$ cat src/rtl/mem_arbiter.sv
// Arbiter sharing one single-port RAM between instruction fetch and load/store.
// Load/store has priority; a saturating counter bounds how long fetch can be starved.
module mem_arbiter #(
    parameter int ADDR_W     = 32,
    parameter int DATA_W     = 32,
    parameter int RD_LAT     = 1,
    parameter int STARVE_MAX = 4
) (
    input  logic              clk,
    input  logic              reset,
    input  logic              if_req_i,
    input  logic [ADDR_W-1:0] if_addr_i,
    output logic              if_gnt_o,
    output logic              if_rvalid_o,
    output logic [DATA_W-1:0] if_rdata_o,
    input  logic              ls_req_i,
    input  logic              ls_we_i,
    input  logic [ADDR_W-1:0] ls_addr_i,
    input  logic [DATA_W-1:0] ls_wdata_i,
    output logic              ls_gnt_o,
    output logic              ls_rvalid_o,
    output logic [DATA_W-1:0] ls_rdata_o,
    output logic              ram_en_o,
    output logic              ram_we_o,
    output logic [ADDR_W-1:0] ram_addr_o,
    output logic [DATA_W-1:0] ram_wdata_o,
    input  logic [DATA_W-1:0] ram_rdata_i,
    output logic              busy_o
);

    typedef enum logic [1:0] {
        IDLE,
        WAIT,
        RESP
    } state_e;

    localparam logic [2:0] LAT_C    = 3'(RD_LAT);
    localparam logic [3:0] STARVE_C = 4'(STARVE_MAX);

    state_e            state_q, state_d;
    logic [2:0]        lat_q, lat_d;
    logic [3:0]        starve_q, starve_d;
    logic              owner_q, owner_d;
    logic [DATA_W-1:0] if_rdata_q, if_rdata_d;
    logic [DATA_W-1:0] ls_rdata_q, ls_rdata_d;

    logic can_grant;
    logic if_win;
    logic ls_win;

    // Fetch only overtakes a waiting load/store once the starvation bound is hit.
    always_comb begin
        can_grant = !reset && (state_q == IDLE || state_q == RESP);
        ls_win    = can_grant && ls_req_i &&
                    !(if_req_i && starve_q == STARVE_C);
        if_win    = can_grant && if_req_i && !ls_win;
    end

    always_comb begin
        state_d    = state_q;
        lat_d      = lat_q;
        owner_d    = owner_q;
        if_rdata_d = if_rdata_q;
        ls_rdata_d = ls_rdata_q;
        starve_d   = starve_q;

        if (!if_req_i || if_win) begin
            starve_d = 4'd0;
        end else if (ls_win && starve_q != STARVE_C) begin
            starve_d = starve_q + 4'd1;
        end

        unique case (state_q)
            IDLE, RESP: begin
                state_d = IDLE;
                if (if_win || (ls_win && !ls_we_i)) begin
                    state_d = WAIT;
                    lat_d   = LAT_C;
                    owner_d = if_win;
                end
            end
            WAIT: begin
                lat_d = lat_q - 3'd1;
                if (lat_q == 3'd1) begin
                    state_d = RESP;
                    if (owner_q) begin
                        if_rdata_d = ram_rdata_i;
                    end else begin
                        ls_rdata_d = ram_rdata_i;
                    end
                end
            end
            default: begin
                state_d = IDLE;
            end
        endcase
    end

    always_ff @(posedge clk) begin
        if (reset) begin
            state_q    <= IDLE;
            lat_q      <= 3'd0;
            starve_q   <= 4'd0;
            owner_q    <= 1'b0;
            if_rdata_q <= '0;
            ls_rdata_q <= '0;
        end else begin
            state_q    <= state_d;
            lat_q      <= lat_d;
            starve_q   <= starve_d;
            owner_q    <= owner_d;
            if_rdata_q <= if_rdata_d;
            ls_rdata_q <= ls_rdata_d;
        end
    end

    assign if_gnt_o    = if_win;
    assign ls_gnt_o    = ls_win;
    assign ram_en_o    = if_win || ls_win;
    assign ram_we_o    = ls_win && ls_we_i;
    assign ram_addr_o  = ls_win ? ls_addr_i : if_addr_i;
    assign ram_wdata_o = ls_wdata_i;

    assign if_rvalid_o = (state_q == RESP) && owner_q;
    assign ls_rvalid_o = (state_q == RESP) && !owner_q;
    assign if_rdata_o  = if_rdata_q;
    assign ls_rdata_o  = ls_rdata_q;
    assign busy_o      = (state_q != IDLE);

endmodule

$ cat config.mk
export PLATFORM = sky130hd
export DESIGN_NAME = mem_arbiter
export DESIGN_NICKNAME = d
export VERILOG_FILES = /design/src/rtl/mem_arbiter.sv
export SDC_FILE = /design/constraint.sdc
export NUM_CORES = 1
export LEC_CHECK = 0
export BUFFER_PORTS_ARGS = -buffer_cell sky130_fd_sc_hd__buf_2
export CORE_AREA = 3 3 104 106
export DETAILED_ROUTE_END_ITERATION = 10
export DIE_AREA = 0 0 107 109
export PLACE_DENSITY_LB_ADDON = 0.05
export SLEW_MARGIN = 20
export SYNTH_ARGS = -nofsm -noshare
export SYNTH_HDL_FRONTEND = slang
export SYNTH_SLANG_ARGS = --single-unit
$ cat constraint.sdc
create_clock -name clk -period 5.3 [get_ports clk]
set_input_delay 1.06 -clock clk [delete_from_list [all_inputs] [get_ports clk]]
set_output_delay 1.06 -clock clk [all_outputs]
set_load 0.01 [all_outputs]
# After elaboration in Yosys (flattened, before gate mapping)
# Index checks and enable logic that the tools add are counted.
op_classes:
  n_addsub: 2
  n_eq_ne: 7
  n_mux: 6
  bitwise_logic: 1
  reduce_logical: 30
ops:
  columns: ["operator", "n"]
  rows:
  - ["$mux W32", 1]
  - ["$logic_and A1 B1 Y1", 11]
  - ["$logic_not A1 Y1", 6]
  - ["$pmux W3 S2", 1]
  - ["$reduce_and A3 Y1", 2]
  - ["$add A4 B1 Y4 const B", 1]
  - ["$eq A4 B3 Y1 const B", 1]
  - ["$logic_or A1 B1 Y1", 4]
  - ["$ne A2 B2 Y1 const B", 2]
  - ["$ne A4 B3 Y1 const B", 1]
  - ["$pmux W2 S2", 1]
  - ["$reduce_and A2 Y1", 2]
  - ["$reduce_bool A2 Y1", 2]
  - ["$reduce_or A2 Y1", 2]
  - ["$eq A3 B1 Y1 const B", 1]
  - ["$mux W3", 1]
  - ["$sub A3 B1 Y3 const B", 1]
  - ["$eq A2 B1 Y1 const B", 1]
  - ["$eq A2 B2 Y1 const B", 1]
  - ["$logic_not A2 Y1", 1]
  - ["$mux W2", 1]
  - ["$mux W1", 1]
  - ["$not A1 Y1", 1]
word_totals:
  reg_bits: 74
  inputBits: 133
  wordCells: 52

# Depth between registers and ports, before layout
logic_depth:
  depth_word: 10
  depth_mapped: 7
  ltp_nobuf: 5

# Worst setup path before layout
# Ideal clock, no wire load.
synth_timing:
  path_kind: "input to output"
  startpoint: "input port reset"
  endpoint: "output port ram_addr_o[0]"
  t_arrival_ps: 2036
  required_time_ps: 4240
  slack_ps: 2204
  stages: 4
  cell_sequence: "nor3b_2 nand2_1 buf_2 mux2_2"
synth_via:
  elab_chain_len: 5
synth_lines:
  columns: ["item", "line_no", "source"]
  rows:
  - ["start, declared", "10", "input logic reset,"]
  - ["$logic_not A1 Y1", "53", "can_grant = !reset && (state_q == IDLE || state_q == RESP);"]
  - ["$logic_and A1 B1 Y1", "53", null]
  - ["$logic_and A1 B1 Y1 (2 in series)", "54", "ls_win = can_grant && ls_req_i &&"]
  - ["$mux W32", "121", "assign ram_addr_o = ls_win ? ls_addr_i : if_addr_i;"]
  - ["end, declared", "25", "output logic [ADDR_W-1:0] ram_addr_o,"]
# Every way passes these cells.

# Worst setup path after layout
layout_timing:
  startpoint: "input port ls_req_i"
  endpoint: "output port ram_addr_o[15]"
layout_via:
  elab_chain_len: 3
layout_lines:
  columns: ["item", "line_no", "source"]
  rows:
  - ["start, declared", "16", "input logic ls_req_i,"]
  - ["$logic_and A1 B1 Y1 (2 in series)", "54", null]
  - ["$mux W32", "121", null]
# Every way passes these cells.

==> impl_metrics.env <==
export IMPL_hpwl_mm=8.07
export IMPL_status="complete, no violations"
export IMPL_syn_area_mm2=0.00363
export IMPL_wl_per_cell_um=16.2
export IMPL_grt_max_degree=79
export IMPL_seq_area_frac_synth_pct=40.8
export IMPL_io_pins=268
export IMPL_drtIter0Drc=245
export IMPL_cp_top_family="simple AND/OR/NAND/NOR gates"
export IMPL_numCtsBuffers=9
export IMPL_min_path_type="register to register"
export IMPL_worstSetupStartpointType="primary input"
export IMPL_cp_slowest_cell="nand2_2"
export IMPL_path_buf_inv=2
export IMPL_drv_slew=0
export IMPL_combPwrFrac_pct=17.9
export IMPL_leakage_nw=2.09
export IMPL_seq_area_mm2=0.00148
export IMPL_die_area_mm2=0.0117
export IMPL_drt_pass1_iterations=6
export IMPL_r2r_cells=4
export IMPL_synth_nets=572
export IMPL_cts_root_buf="clkbuf_8"
export IMPL_r2r_slack_ps=3220
export IMPL_swShare_pct=27.2
export IMPL_setup_violations_final=0
export IMPL_grt_pass1_wl_mm=17.6
export IMPL_port_buffers=203
export IMPL_grt_total_usage_pct=18.7
export IMPL_synthTopCellsByArea="dfxtp_1 (41%), mux2_2 (9.9%), a21oi_1 (9.5%)"
export IMPL_rsz0062_at_grt="false"
export IMPL_p_seq_share_pct=43.3
export IMPL_grt_pass1_vias=3423
export IMPL_chipWidth_um=107
export IMPL_tritoncts="done"
export IMPL_grt_ovfl_total=0
export IMPL_multi_input_area_mm2=0.00173
export IMPL_finalCritPeriodShare_pct=70.9
export IMPL_switchingPower_mw=0.370
export IMPL_hold_buffers=0
export IMPL_final_area_mm2=0.00470
export IMPL_worst_pin_slew_ps=1050
export IMPL_place_area_mm2=0.00446
export IMPL_syn_to_final_growth_pct=29.5
export IMPL_criticalPathCategory="primary input to primary output"
export IMPL_period_needed_ps=3760
export IMPL_cpPeakStageDelay_ps=520
export IMPL_drt_total_wl_mm=11.6
export IMPL_slew_headroom_pct=30.0
export IMPL_synth_area_leader_cell="dfxtp_1"
export IMPL_dp_slack_ps=1550
export IMPL_worstPathCellList="buf_2 -> nor3b_2 -> nand2_2 -> mux2_2 -> buf_2"
export IMPL_yosysMostFrequentCell="dfxtp_1"
export IMPL_cap_viol_max_count=0
export IMPL_dieHeight_um=109
export IMPL_crit_arrival_ps=2700
export IMPL_internal_power_mw=0.992
export IMPL_fillerInstances=992
export IMPL_drive_above_1_share_pct=44.8
export IMPL_design_core_area_mm2=0.00986
export IMPL_fmax_mhz=266
export IMPL_synth_ff_type="dfxtp_1"
export IMPL_fin_cells=718
export IMPL_postRouteAntennaNets=0
export IMPL_pwr_share_clk_pct=38.8
export IMPL_clk_latency_ps=340
export IMPL_crit_path_max_fanout=33
export IMPL_clockBufferDepth=2
export IMPL_cpMostUsedCell="buf_2"
export IMPL_clkSlewWorstSetupHoldPaths_ps=70
export IMPL_rows=36
export IMPL_synth_cell_types=37
export IMPL_ys_ff_latch=74
export IMPL_skew_ps=9.26
export IMPL_vias_per_cell=5.14
export IMPL_ir_drop_mv=0.185
export IMPL_drc=0
export IMPL_async_flop_share_pct=0
export IMPL_n_antenna_cell=0
export IMPL_dp_cells=702
export IMPL_setup_tns_ps=0
export IMPL_fin_hold_ws_ps=473
export IMPL_finalHoldViolations=0
export IMPL_yosysTopAreaCellShare_pct=40.8
export IMPL_antenna_found_initial=0
export IMPL_postCtsSetupRepairBufs=0
export IMPL_ys_top_cells_by_count="dfxtp_1 (74), a21oi_1 (69), o21ai_0 (68)"
export IMPL_netlist_instances=435
export IMPL_clkSinkCount=74
export IMPL_endpoint_kind="primary output"
export IMPL_min_path_cells=2
export IMPL_synth_edf_count=0
export IMPL_p_per_area_mw_per_mm2=290
export IMPL_place_congestion=0.789
export IMPL_setup_ws_ps=1540
export IMPL_post_cts_resized=0
export IMPL_critical_path_depth=5
export IMPL_h_tree_depth=3
export IMPL_start_util_pct=36.8
export IMPL_crit_required_ps=4240
export IMPL_synth_avg_cell_area_um2=8.34
export IMPL_vias=3688
export IMPL_fin_nets=717
export IMPL_yosysWarnings=0
[worst register-to-register path, delay by kind of cell, from the launching register on]
kind                   cells  cell delay [ps]
DFF                        1              700
and+or+nand+nor            2              610
buffers and inverters      1              560
AOI/OAI and AO/OA          1              160
[per-layer routing]
| metal | global-route usage (%) | up-vias | part of all wire [%] |
|---|---|---|---|
| met1 | 26.8 | 1736 | 47 |
| li1 | - | 1809 | - |
| met4 | 4.93 | 0 | 0.76 |
| met3 | 4.03 | 17 | 5.2 |
| met2 | 28.3 | 126 | 47 |
| met5 | 0 | - | 0 |
[flip-flops by register name, indices dropped and copies added, names as in the netlist]
signal and flops:
starve_q 4, state_q 2, owner_q 1, if_rdata_o 32
lat_q 3, ls_rdata_o 32
[placed cells by master, fill, tap and decap left out, types with 4 or more instances in the layout]
master,synthesis,final
ha_1,4,4
inv_1,8,7
nand3_1,66,66
dfxtp_1,74,73
clkbuf_8,0,9
buf_2,11,203
mux2_2,32,32
nor2_1,6,6
o21ai_0,68,68
a21oi_1,69,69
buf_4,32,4
[cell families (layout without fill, tap and decap cells)]
| family | count (synthesis) | in the layout | synth area share [%] |
|---|---|---|---|
| buf+inv | 81 | 231 | 12.1 |
| flops | 74 | 74 | 40.8 |
| simple gates | 97 | 97 | 14.6 |
| fa+ha+maj | 4 | 4 | 1.38 |
| xor+xnor | 1 | 1 | 0.242 |
| compound gates | 146 | 146 | 21.0 |
| mux | 32 | 32 | 9.93 |
[worst paths after layout]
| path | start | to |
|---|---|---|
| worst min-delay path | if_rdata_o[2] | if_rdata_o[2] |
| worst min register to register | if_rdata_o[2] | if_rdata_o[2] |
| worst max-delay path | ls_req_i | ram_addr_o[15] |
| worst max register to register | state_q[0] | if_rdata_o[27] |
[power groups by stage]
stage | registers (mW) | clock network [mW] | logic [mW]
2_1_floorplan | 0.604 | 0 | 0.159
3_3_place_gp | 0.602 | 0 | 0.245
3_5_place_dp | 0.603 | 0 | 0.244
4_1_cts | 0.590 | 0.546 | 0.244
5_1_grt | 0.592 | 0.570 | 0.269
6_report | 0.589 | 0.529 | 0.243
[stage by stage]
| stage | power, mW | util (%) |
|---|---|---|
| after global placement | 0.847 | 45.1 |
| after detailed placement | 0.846 | 45.2 |
| after CTS | 1.38 | 47.6 |
| after global routing | 1.43 | 47.6 |
| final | 1.36 | 47.6 |
| after floorplan | 0.764 | - |
[final cells by class]
class	count	area share (%)
tap	133	3.54
timing repair buffer	207	22.3
clock buffer	10	2.72
sequential	74	31.6
clock inverter	6	2.40
multi-input combinational	280	36.9
inverter	8	0.639
(Power assumes the default switching activity.)
